**config.mk**
```make
export PLATFORM = sky130hd
export DESIGN_NAME = clock24_alarm
export DESIGN_NICKNAME = d
export VERILOG_FILES = /design/src/rtl/clock24_pkg.sv /design/src/rtl/seg7_dec.sv /design/src/rtl/clock24_alarm.sv
export SDC_FILE = /design/constraint.sdc
export NUM_CORES = 1
export LEC_CHECK = 0
export CORE_UTILIZATION = 40
export CTS_BUF_LIST = sky130_fd_sc_hd__clkbuf_2
export CTS_CLUSTER_DIAMETER = 50
export DETAILED_ROUTE_END_ITERATION = 10
export PLACE_DENSITY = 0.72
export SLEW_MARGIN = 5
export SYNTH_ARGS = -nofsm -noshare
export SYNTH_HDL_FRONTEND = slang
export SYNTH_HIERARCHICAL = 1
export SYNTH_SLANG_ARGS = --single-unit
```
**constraint.sdc**
```tcl
create_clock -name clk -period 4.4 [get_ports clk]
set_input_delay 0.88 -clock clk [delete_from_list [all_inputs] [get_ports clk]]
set_output_delay 0.88 -clock clk [all_outputs]
set_load 0.01 [all_outputs]
```
**src/rtl/clock24_pkg.sv**
```systemverilog
// Shared types, segment constants and small conversion helpers for the
// 24-hour alarm clock.
package clock24_pkg;

  typedef enum logic [2:0] {
    RUN,
    SET_SEC,
    SET_MIN,
    SET_HOUR,
    SET_AMIN,
    SET_AHOUR
  } mode_t;

  typedef enum logic {
    DISP_HM,
    DISP_MS
  } disp_t;

  localparam logic [6:0] SEG_BLANK = 7'h7F;

  // gfedcba, active-low
  localparam logic [6:0] SEG_DIGIT [0:9] = '{
    7'h40, 7'h79, 7'h24, 7'h30, 7'h19,
    7'h12, 7'h02, 7'h78, 7'h00, 7'h10
  };

  function automatic logic [7:0] bin2bcd(input logic [5:0] v);
    return {4'(v / 6'd10), 4'(v % 6'd10)};
  endfunction

  function automatic logic [4:0] hour12(input logic [4:0] h);
    if (h == 5'd0) return 5'd12;
    if (h > 5'd12) return h - 5'd12;
    return h;
  endfunction

  function automatic logic [5:0] wrap_step(input logic [5:0] v,
                                           input logic [5:0] max_v,
                                           input logic       up);
    if (up) return (v == max_v) ? 6'd0 : v + 6'd1;
    return (v == 6'd0) ? max_v : v - 6'd1;
  endfunction

endpackage

```
**src/rtl/seg7_dec.sv**
```systemverilog
// BCD digit to active-low 7-segment pattern with blanking.
module seg7_dec
  import clock24_pkg::*;
(
  input  logic [3:0] bcd,
  input  logic       blank,
  output logic [6:0] seg
);

  always_comb begin
    seg = SEG_BLANK;
    if (!blank && bcd <= 4'd9) seg = SEG_DIGIT[bcd];
  end

endmodule

```
**src/rtl/clock24_alarm.sv**
```systemverilog
// 24-hour button-set clock with internal 1 Hz divider, 12/24h display,
// up/down field editing and a timed alarm.
module clock24_alarm
  import clock24_pkg::*;
#(
  parameter int unsigned TICK_DIV  = 100000000,
  parameter int unsigned ALARM_SEC = 30
) (
  input  logic       clk,
  input  logic       rst,
  input  logic       btnr,
  input  logic       btnl,
  input  logic       btnu,
  input  logic       btnd,
  input  logic       sw_12h,
  input  logic       sw_alarm_en,
  output logic [6:0] disp3,
  output logic [6:0] disp2,
  output logic [6:0] disp1,
  output logic [6:0] disp0,
  output logic [4:0] hour_led,
  output logic [5:0] sec_led,
  output logic       pm_led,
  output logic       alarm_out
);

  localparam int unsigned   CW        = (TICK_DIV > 1) ? $clog2(TICK_DIV) : 1;
  localparam logic [CW-1:0] CNT_MAX   = CW'(TICK_DIV - 1);
  localparam logic [CW-1:0] CNT_HALF  = CW'(TICK_DIV / 2);
  localparam logic [5:0]    RING_LOAD = 6'(ALARM_SEC);

  mode_t         mode, mode_next;
  disp_t         disp_mode;
  logic [CW-1:0] cnt;
  logic          tick, mask;
  logic [5:0]    sec, min, amin, ring;
  logic [4:0]    hour, ahour;

  logic          silence, act_l, act_r, act_u, act_d, enter_run;
  logic          sec_wrap, min_wrap, alarm_hit;
  logic [5:0]    t_sec, t_min;
  logic [4:0]    t_hour;

  logic [5:0]    left_val, right_val;
  logic          left_hour, blank_left, blank_right;
  logic [7:0]    left_bcd, right_bcd;
  logic [6:0]    seg3, seg2, seg1, seg0;

  assign tick = (cnt == CNT_MAX);
  assign mask = (cnt >= CNT_HALF);

  // While ringing, any button only silences; otherwise one action by priority.
  always_comb begin
    silence = alarm_out && (btnl || btnr || btnu || btnd);
    act_l   = !silence && btnl;
    act_r   = !silence && !btnl && btnr;
    act_u   = !silence && !btnl && !btnr && btnu;
    act_d   = !silence && !btnl && !btnr && !btnu && btnd;
  end

  always_comb begin
    mode_next = mode;
    case (mode)
      RUN:       if (act_l) mode_next = SET_SEC;
      SET_SEC:   if (act_l) mode_next = RUN; else if (act_r) mode_next = SET_MIN;
      SET_MIN:   if (act_l) mode_next = RUN; else if (act_r) mode_next = SET_HOUR;
      SET_HOUR:  if (act_l) mode_next = RUN; else if (act_r) mode_next = SET_AMIN;
      SET_AMIN:  if (act_l) mode_next = RUN; else if (act_r) mode_next = SET_AHOUR;
      SET_AHOUR: if (act_l) mode_next = RUN; else if (act_r) mode_next = SET_SEC;
      default:   mode_next = RUN;
    endcase
    enter_run = (mode != RUN) && (mode_next == RUN);
  end

  always_ff @(posedge clk or negedge rst) begin
    if (!rst) mode <= RUN;
    else      mode <= mode_next;
  end

  always_comb begin
    sec_wrap  = (sec == 6'd59);
    min_wrap  = (min == 6'd59);
    t_sec     = sec_wrap ? 6'd0 : sec + 6'd1;
    t_min     = sec_wrap ? (min_wrap ? 6'd0 : min + 6'd1) : min;
    t_hour    = (sec_wrap && min_wrap) ? ((hour == 5'd23) ? 5'd0 : hour + 5'd1) : hour;
    alarm_hit = sw_alarm_en && (mode == RUN) && tick && sec_wrap &&
                (t_hour == ahour) && (t_min == amin);
  end

  always_ff @(posedge clk or negedge rst) begin
    if (!rst) begin
      cnt       <= '0;
      disp_mode <= DISP_HM;
      sec       <= '0;
      min       <= '0;
      hour      <= '0;
      amin      <= '0;
      ahour     <= '0;
      ring      <= '0;
      alarm_out <= 1'b0;
    end else begin
      cnt <= (enter_run || tick) ? '0 : cnt + CW'(1);

      if (mode == RUN) begin
        if (act_r) disp_mode <= (disp_mode == DISP_HM) ? DISP_MS : DISP_HM;
        if (tick) begin
          sec  <= t_sec;
          min  <= t_min;
          hour <= t_hour;
        end
      end else if (act_u || act_d) begin
        case (mode)
          SET_SEC:   sec   <= '0;
          SET_MIN:   min   <= wrap_step(min, 6'd59, act_u);
          SET_HOUR:  hour  <= 5'(wrap_step({1'b0, hour}, 6'd23, act_u));
          SET_AMIN:  amin  <= wrap_step(amin, 6'd59, act_u);
          SET_AHOUR: ahour <= 5'(wrap_step({1'b0, ahour}, 6'd23, act_u));
          default: ;
        endcase
      end

      if (!sw_alarm_en || silence) begin
        alarm_out <= 1'b0;
        ring      <= '0;
      end
      if (alarm_hit) begin
        alarm_out <= 1'b1;
        ring      <= RING_LOAD;
      end else if (sw_alarm_en && !silence && alarm_out && tick) begin
        ring <= ring - 6'd1;
        if (ring == 6'd1) alarm_out <= 1'b0;
      end
    end
  end

  always_comb begin
    left_val    = {1'b0, hour};
    right_val   = min;
    left_hour   = 1'b1;
    blank_left  = 1'b0;
    blank_right = 1'b0;
    case (mode)
      RUN: if (disp_mode == DISP_MS) begin
        left_val  = min;
        right_val = sec;
        left_hour = 1'b0;
      end
      SET_SEC: begin
        left_val    = min;
        right_val   = sec;
        left_hour   = 1'b0;
        blank_right = mask;
      end
      SET_MIN:  blank_right = mask;
      SET_HOUR: blank_left  = mask;
      SET_AMIN: begin
        left_val    = {1'b0, ahour};
        right_val   = amin;
        blank_right = mask;
      end
      SET_AHOUR: begin
        left_val   = {1'b0, ahour};
        right_val  = amin;
        blank_left = mask;
      end
      default: ;
    endcase
    if (left_hour && sw_12h) left_val = {1'b0, hour12(left_val[4:0])};
    left_bcd  = bin2bcd(left_val);
    right_bcd = bin2bcd(right_val);
  end

  seg7_dec u_dec3 (.bcd(left_bcd[7:4]),  .blank(blank_left),  .seg(seg3));
  seg7_dec u_dec2 (.bcd(left_bcd[3:0]),  .blank(blank_left),  .seg(seg2));
  seg7_dec u_dec1 (.bcd(right_bcd[7:4]), .blank(blank_right), .seg(seg1));
  seg7_dec u_dec0 (.bcd(right_bcd[3:0]), .blank(blank_right), .seg(seg0));

  always_ff @(posedge clk or negedge rst) begin
    if (!rst) begin
      disp3    <= SEG_DIGIT[0];
      disp2    <= SEG_DIGIT[0];
      disp1    <= SEG_DIGIT[0];
      disp0    <= SEG_DIGIT[0];
      hour_led <= '0;
      sec_led  <= '0;
      pm_led   <= 1'b0;
    end else begin
      disp3    <= seg3;
      disp2    <= seg2;
      disp1    <= seg1;
      disp0    <= seg0;
      hour_led <= hour;
      sec_led  <= sec;
      pm_led   <= sw_12h && (hour >= 5'd12);
    end
  end

endmodule
```
---- Word-level counts from Yosys, hierarchy flattened ----
Memories as Yosys holds them, arrays and structs flattened.
Index checks and enable logic that the tools add are counted.
storage, ports and cells
  input bits .............................. 8
  register bits after elaboration ......... 106
  memory bits (read-only) ................. 448
  output and inout port bits .............. 41
  logic and storage cells ................. 223
  memories kept ........................... 4
operators by class
  magnitude comparators ................... 11
  mux-type cells .......................... 95
  bitwise gates (word level) .............. 5
  $add $sub $neg .......................... 13
  equal/unequal tests ..................... 15
  divide/modulo/power cells ............... 4
  reduce and logical (&&, ||, !) cells .... 59
memory list
  name             words  width  rd ports  clocked after memory_dff  wr ports  line            source
  (no name shown)  16     7      1         0                         0         seg7_dec.sv:12  if (!blank && bcd <= 4'd9) seg = SEG_DIGIT[bcd];
  (no name shown)  16     7      1         0                         0         seg7_dec.sv:12
  (no name shown)  16     7      1         0                         0         seg7_dec.sv:12
  (no name shown)  16     7      1         0                         0         seg7_dec.sv:12
operator list
  cell                                                                     number
  6-bit 2-to-1 mux                                                         24
  5-bit 2-to-1 mux                                                         18
  7-bit 2-to-1 mux                                                         12
  6-bit case mux with 3 select lines                                       2
  3-bit 2-to-1 mux                                                         11
  27-bit by 1-bit adder with 27-bit output, second input constant          1
  27-bit == test, second input constant                                    1
  27-bit by 26-bit >= comparator with 1-bit output, second input constant  1
  27-bit 2-to-1 mux                                                        1
  1-bit 2-to-1 mux                                                         25
  1-bit logical AND                                                        24
  5-bit >= comparator, second input constant                               4
  4-bit inverter with 5-bit output                                         4
  6-bit by 1-bit adder with 6-bit output, second input constant            3
  6-bit == test, second input constant                                     3
  3-bit case mux with 6 select lines                                       1
  6-bit by 1-bit subtractor with 6-bit output, second input constant       3
  4-bit <= comparator, second input constant                               4
  5-bit by 1-bit adder with 5-bit output, second input constant            3
  5-bit logical NOT                                                        3
  3-bit AND reduction                                                      5
  6-bit by 4-bit divider with 6-bit output, second input constant          2
  6-bit logical NOT                                                        2
  6-bit by 4-bit remainder unit with 6-bit output, second input constant   2
  other kinds (22)                                                         43

---- Logic depth before layout (Yosys ltp) ----
  word-level depth ........................ 17
  depth in mapped cells ................... 25
  mapped depth without buffers ............ 23

---- Cells and area by module ----
The synthesis kept the hierarchy.
by module, submodules not included
  module         instances  seq. area each (um^2)  area an instance (um^2)  cells each
  clock24_alarm  1          2657.5                 6586.3                   760
  seg7_dec       4          0.0                    210.2                    29

---- Least setup slack after synthesis ----
Ideal clock, no wire load.
  path kind ............................... reg2reg
  start ................................... register mode[0]
  end ..................................... register disp2[0]
  path buffers ............................ 1
  data arrival time ....................... 4.409 ns
  required time ........................... 4.266 ns
  library setup time ...................... 0.134 ns
  cell stages (with the launch flop) ...... 25
  slack ................................... -0.143 ns
  clock period less this slack ............ 4.543 ns
  cell sequence ........................... dfrtp_1 -> buf_6 -> or3_4 -> nand2_4 -> o2bb2ai_4 -> inv_4 -> ha_1 -> inv_1 -> nor3_1 -> a311o_1 -> a22oi_2 -> nand2_1 -> o21ai_0 -> ha_1 -> and3_1 -> a21oi_1 -> a2111o_1 -> o221a_2 -> nor2b_1 -> a2bb2oi_1 -> inv_1 -> ha_1 -> and2b_2 -> a21oi_1 -> o21ai_0
on the way
  longest elaborated chain between the ends .. 16
  elaborated cells on any way between the ends .. 32
  classes of those cells .................. add/sub: 1; div: 1; order compare: 2; eq/ne: 4; mux: 15; bitwise: 1; reduce/logical: 7; memory: 1
RTL lines
  item                                                      line                  source
  start: declaration                                        clock24_alarm.sv:32   mode_t mode, mode_next;
  start signal: assignment                                  clock24_alarm.sv:77   else mode <= mode_next;
  3-bit == test                                             clock24_alarm.sv:142  case (mode)
  2-bit OR reduction (no line)                              -
  6-bit case mux with 3 select lines                        clock24_alarm.sv:142
  5-bit by 4-bit greater-than comparator with 1-bit output  clock24_pkg.sv:33     if (h > 5'd12) return h - 5'd12;
  1-bit 2-to-1 mux (2 in series)                            clock24_pkg.sv:33
  1-bit 2-to-1 mux                                          clock24_alarm.sv:168  if (left_hour && sw_12h) left_val = {1'b0, hour12(left_val[4:0])};
  5-bit 2-to-1 mux                                          clock24_pkg.sv:34     return h;
  5-bit 2-to-1 mux                                          clock24_pkg.sv:33
  6-bit 2-to-1 mux *                                        clock24_alarm.sv:168
  6-bit by 4-bit remainder unit with 6-bit output *         clock24_pkg.sv:28     return {4'(v / 6'd10), 4'(v % 6'd10)};
  via left_bcd[1]                                           clock24_alarm.sv:46   logic [7:0] left_bcd, right_bcd;
  4-bit inverter with 5-bit output (implied by the code)    seg7_dec.sv:12
  memory 16 x 7 bit                                         -
  7-bit 2-to-1 mux (implied by the code) (2 in series)      seg7_dec.sv:12
  7-bit 2-to-1 mux *                                        seg7_dec.sv:12
  via seg2[0]                                               clock24_alarm.sv:47   logic [6:0] seg3, seg2, seg1, seg0;
  end signal: assignment                                    clock24_alarm.sv:181  disp2 <= SEG_DIGIT[0];
  end signal: assignment                                    clock24_alarm.sv:189  disp2 <= seg2;
  end: declaration                                          clock24_alarm.sv:18   output logic [6:0] disp2,
The timed path passes the listed nets; every way through them passes the cells marked *. The select of a mux whose other input is x is not followed.
A chain may end at the register's enable or synchronous reset.

---- Final worst setup path ----
  start ................................... register disp_mode
  end ..................................... register disp2[4]
on the way
  longest elaborated chain between the ends .. 15
  elaborated cells on any way between the ends .. 25
  classes of those cells .................. add/sub: 1; div: 1; order compare: 2; mux: 16; bitwise: 1; reduce/logical: 3; memory: 1
RTL lines
  item                                                      line                  source
  start: declaration                                        clock24_alarm.sv:33   disp_t disp_mode;
  start signal: assignment                                  clock24_alarm.sv:105  if (act_r) disp_mode <= (disp_mode == DISP_HM) ? DISP_MS : DISP_HM;
  6-bit 2-to-1 mux                                          clock24_alarm.sv:143  RUN: if (disp_mode == DISP_MS) begin
  6-bit case mux with 3 select lines                        clock24_alarm.sv:142
  5-bit by 4-bit greater-than comparator with 1-bit output  clock24_pkg.sv:33
  1-bit 2-to-1 mux (2 in series)                            clock24_pkg.sv:33
  1-bit 2-to-1 mux                                          clock24_alarm.sv:168
  5-bit 2-to-1 mux                                          clock24_pkg.sv:34
  5-bit 2-to-1 mux                                          clock24_pkg.sv:33
  6-bit 2-to-1 mux *                                        clock24_alarm.sv:168
  6-bit by 4-bit remainder unit with 6-bit output *         clock24_pkg.sv:28
  via left_bcd[3]                                           clock24_alarm.sv:46
  4-bit inverter with 5-bit output (implied by the code)    seg7_dec.sv:12
  memory 16 x 7 bit                                         -
  7-bit 2-to-1 mux (implied by the code) (2 in series)      seg7_dec.sv:12
  7-bit 2-to-1 mux *                                        seg7_dec.sv:12
  via seg2[4]                                               clock24_alarm.sv:47
Marks and branches as above.

==> reports/metrics.cfg <==
[setup_path]
r2r_start=disp_mode$_DFFE_PN0P_
start_kind=flop
endpoint_kind=flop
critPathKind=flop to flop
required_ns=4.97
worstPathArrival_ns=4.78
crit_path_max_fanout=7
r2r_setup_slack_ns=0.19
startpoint=disp_mode$_DFFE_PN0P_

[synthesis]
syn_area_sq_um=7427
synthMuxAreaShare=0.01129
synth_edf_count=0
synthCells=876
synthXorXnorAreaFrac=0.06486
synth_cell_type_count=82
synth_fa_ha_area_frac=0.07412
avgSynthCellArea_sq_um=8.478
synth_flop_cell=dfrtp_1
synth_compound_area_frac=0.2316
synth-async-reset-ratio=1.000
synth_top_family_by_area=compound AO/OA/AOI/OAI gates
yosysSeqAreaShare=0.3578
yosys.area_share.simple=0.2074
synth_warnings=6
ys_ff_latch=106

[finish]
final_util=0.4816
multi_input_area_sq_um=4617
area_delta_synth_final_pct=17.27
finalNonFillerCells=1193
drive_above_1_share=0.1371
nFillCells=1709
finalInstanceArea_sq_um=8710
register_area_sq_um=2658
fin_nets=1010

[pwr]
peakVddDrop_v=0.0004818
power.leakage_nw=3.799
finalPower_mw=7.681
cellPowerDensity_nw_per_um2=881.9

[clocking]
clk_latency_ns=0.62
clock-root-buffer=clkbuf_2
clock-sinks=106
htreeDepth=3
cts_tree=done
cts_made_buffers=9
hold_buffers=0
clk_pin_slew_ns=0.28
cts_buffer_depth=2

[timing]
skew_ns=0.03555
final.setup.tns_ns=0
final-setup-viol-count=0
hold_viol=0
tightest_slew_ns=0.9286
finalMaxSlewViolations=0
fin_ws_ns=0.1904
fin_hold_ws_ns=0.2169
finalCriticalPeriod_ns=4.210
period_share=0.9567
fmax_ghz=0.2376
relSlewSlack=0.3762

[grt]
grt_first_pass_wirelength_um=29990
antenna_found_initial=1
grt_pass1_vias=6052
gr-usage-all-layers=0.1923
grt_overflow=0
grt_max_degree=51

[drt]
viasPerCell=5.578
dr.pass1.iters=10
wl_per_cell_um=15.21
remaining_drc_errors=4
wirelength_um=18150
vias=6654
drt_iter0_drc=459
postRouteAntennaNets=0

[floorplan]
die_area_sq_um=19120
rows=49
start_util=0.4107
core_area_sq_um=18090
fp.dieH_um=138.3
ioPinCount=49
die_x_um=138.3

[place]
hpwl_um=13510
placed_area_sq_um=8359
post-place-ws_ns=-0.01254
placement.io_buffers=48
gp_congestion=0.9013
dp.cells=1165

[run]
maxCapViolations=0

[status]
failed_checks=DRC
outcome=complete, but fails checks

[worst_hold_path]
hold_class=primary input to async pin

==> Yosys cell counts, drive strengths merged (25+ instances only) <==
cell type    n  area, sq um
dfrtp      102         2552
nor2        96        360.4
nand2       91        351.6
a21oi       71        400.4
o21ai       66        330.3
inv         46        175.2
ha          44        550.5
nand3       34        170.2
nor3        29        150.1
xnor2       28        245.2
xor2        27        236.5
clkbuf      25        95.09
==> registers in the layout (all words and copies together) (netlist names), 6 cells and up <==
| register | flops |
|---|---|
| cnt | 27 |
| disp0 | 7 |
| disp1 | 7 |
| disp2 | 7 |
| disp3 | 7 |
| amin | 6 |
| min | 6 |
| ring | 6 |
| sec | 6 |
| sec_led | 6 |
==> per-layer routing <==
layer / share of wire / GRT usage
met3: 0.044 / 0.03395
met4: 0.025 / 0.07392
met1: 0.45 / 0.2594
met5: 0 / 0
met2: 0.48 / 0.3077
==> power breakdown <==
part           internal (mW)  total [mW]  leakage, nW  switching [mW]
combinational           2.66        5.77         2.37            3.10
sequential              1.31        1.51         1.36           0.197
clock                 0.0738       0.407       0.0611           0.333
total                   4.05        7.68         3.80            3.63
==> cells in the final DEF, fill, tap and decap left out, drive strengths merged, types with 4 or more instances in the layout <==
cell	netlist	layout
clkdlybuf4s50	0	47
xnor2	28	28
o31ai	7	7
buf	17	53
clkbuf	25	9
nor2	96	96
nand4	11	11
xor2	27	27
nor3	29	29
mux2i	6	6
nand3	34	34
and4	4	4
a31oi	4	4
o2bb2ai	6	6
clkinv	0	6
and3	15	15
a21oi	71	71
and2b	4	4
nand2b	9	9
dfrtp	102	102
o21a	8	8
nor4	4	4
a22oi	15	15
nand4b	4	4
inv	46	47
ha	44	44
o21ai	66	66
o22ai	16	16
dfstp	4	4
a22o	6	6
a32oi	4	4
nor2b	8	8
nand2	91	91
conb	1	14
or3	7	7
o211ai	6	6
o21bai	5	5
==> worst paths after layout <==
path                                  endpoint  cells after the start
max in group asynchronous   disp0[6]$_DFF_PN1_                      2
hold / removal             ring[4]$_DFFE_PN0P_                      1
setup / recovery            disp2[4]$_DFF_PN0_                     21
setup reg to reg            disp2[4]$_DFF_PN0_                     21
hold reg to reg               cnt[0]$_DFF_PN0_                      1
min in group clk              cnt[0]$_DFF_PN0_                      1
==> final cells by class <==
type	count	share of cell area
well taps	229	0.03290
clock inverters	7	0.005028
clock buffers	9	0.005172
repair buffers	100	0.1010
inverters	46	0.02040
multi-input cells	695	0.5301
diodes	1	0.0002873
flip-flops and latches	106	0.3051
==> timing repair <==
item	CTS	global route
gates resized for setup	5	35
pin swaps	1	12
setup buffers	4	7
setup endpoints to repair	7	24
==> kinds of logic (layout without fill, tap and decap cells) <==
logic type / after synthesis / in the layout
simple gates: 324 / 324
compound gates: 251 / 251
flops: 106 / 106
buf+inv: 88 / 162
xor+xnor: 55 / 55
fa+ha+maj: 44 / 44
mux: 7 / 7
other cells: 1 / 15
==> critical path, cell delays in order, from the launching register on <==
cell       delay, ns
dfrtp_1         0.48
or3_4           0.43
nand2_4         0.10
o2bb2ai_4       0.13
inv_4           0.07
ha_4            0.24
inv_2           0.05
nor3_1          0.04
a311o_1         0.35
a22oi_2         0.15
nand2_1         0.09
o21ai_2         0.09
ha_2            0.21
nand3_1         0.12
a2111o_1        0.47
o221a_4         0.16
ha_4            0.17
or3_4           0.40
nand3_4         0.10
buf_4           0.13
a21oi_4         0.07
o211ai_1        0.11
(Power assumes the default switching activity.)
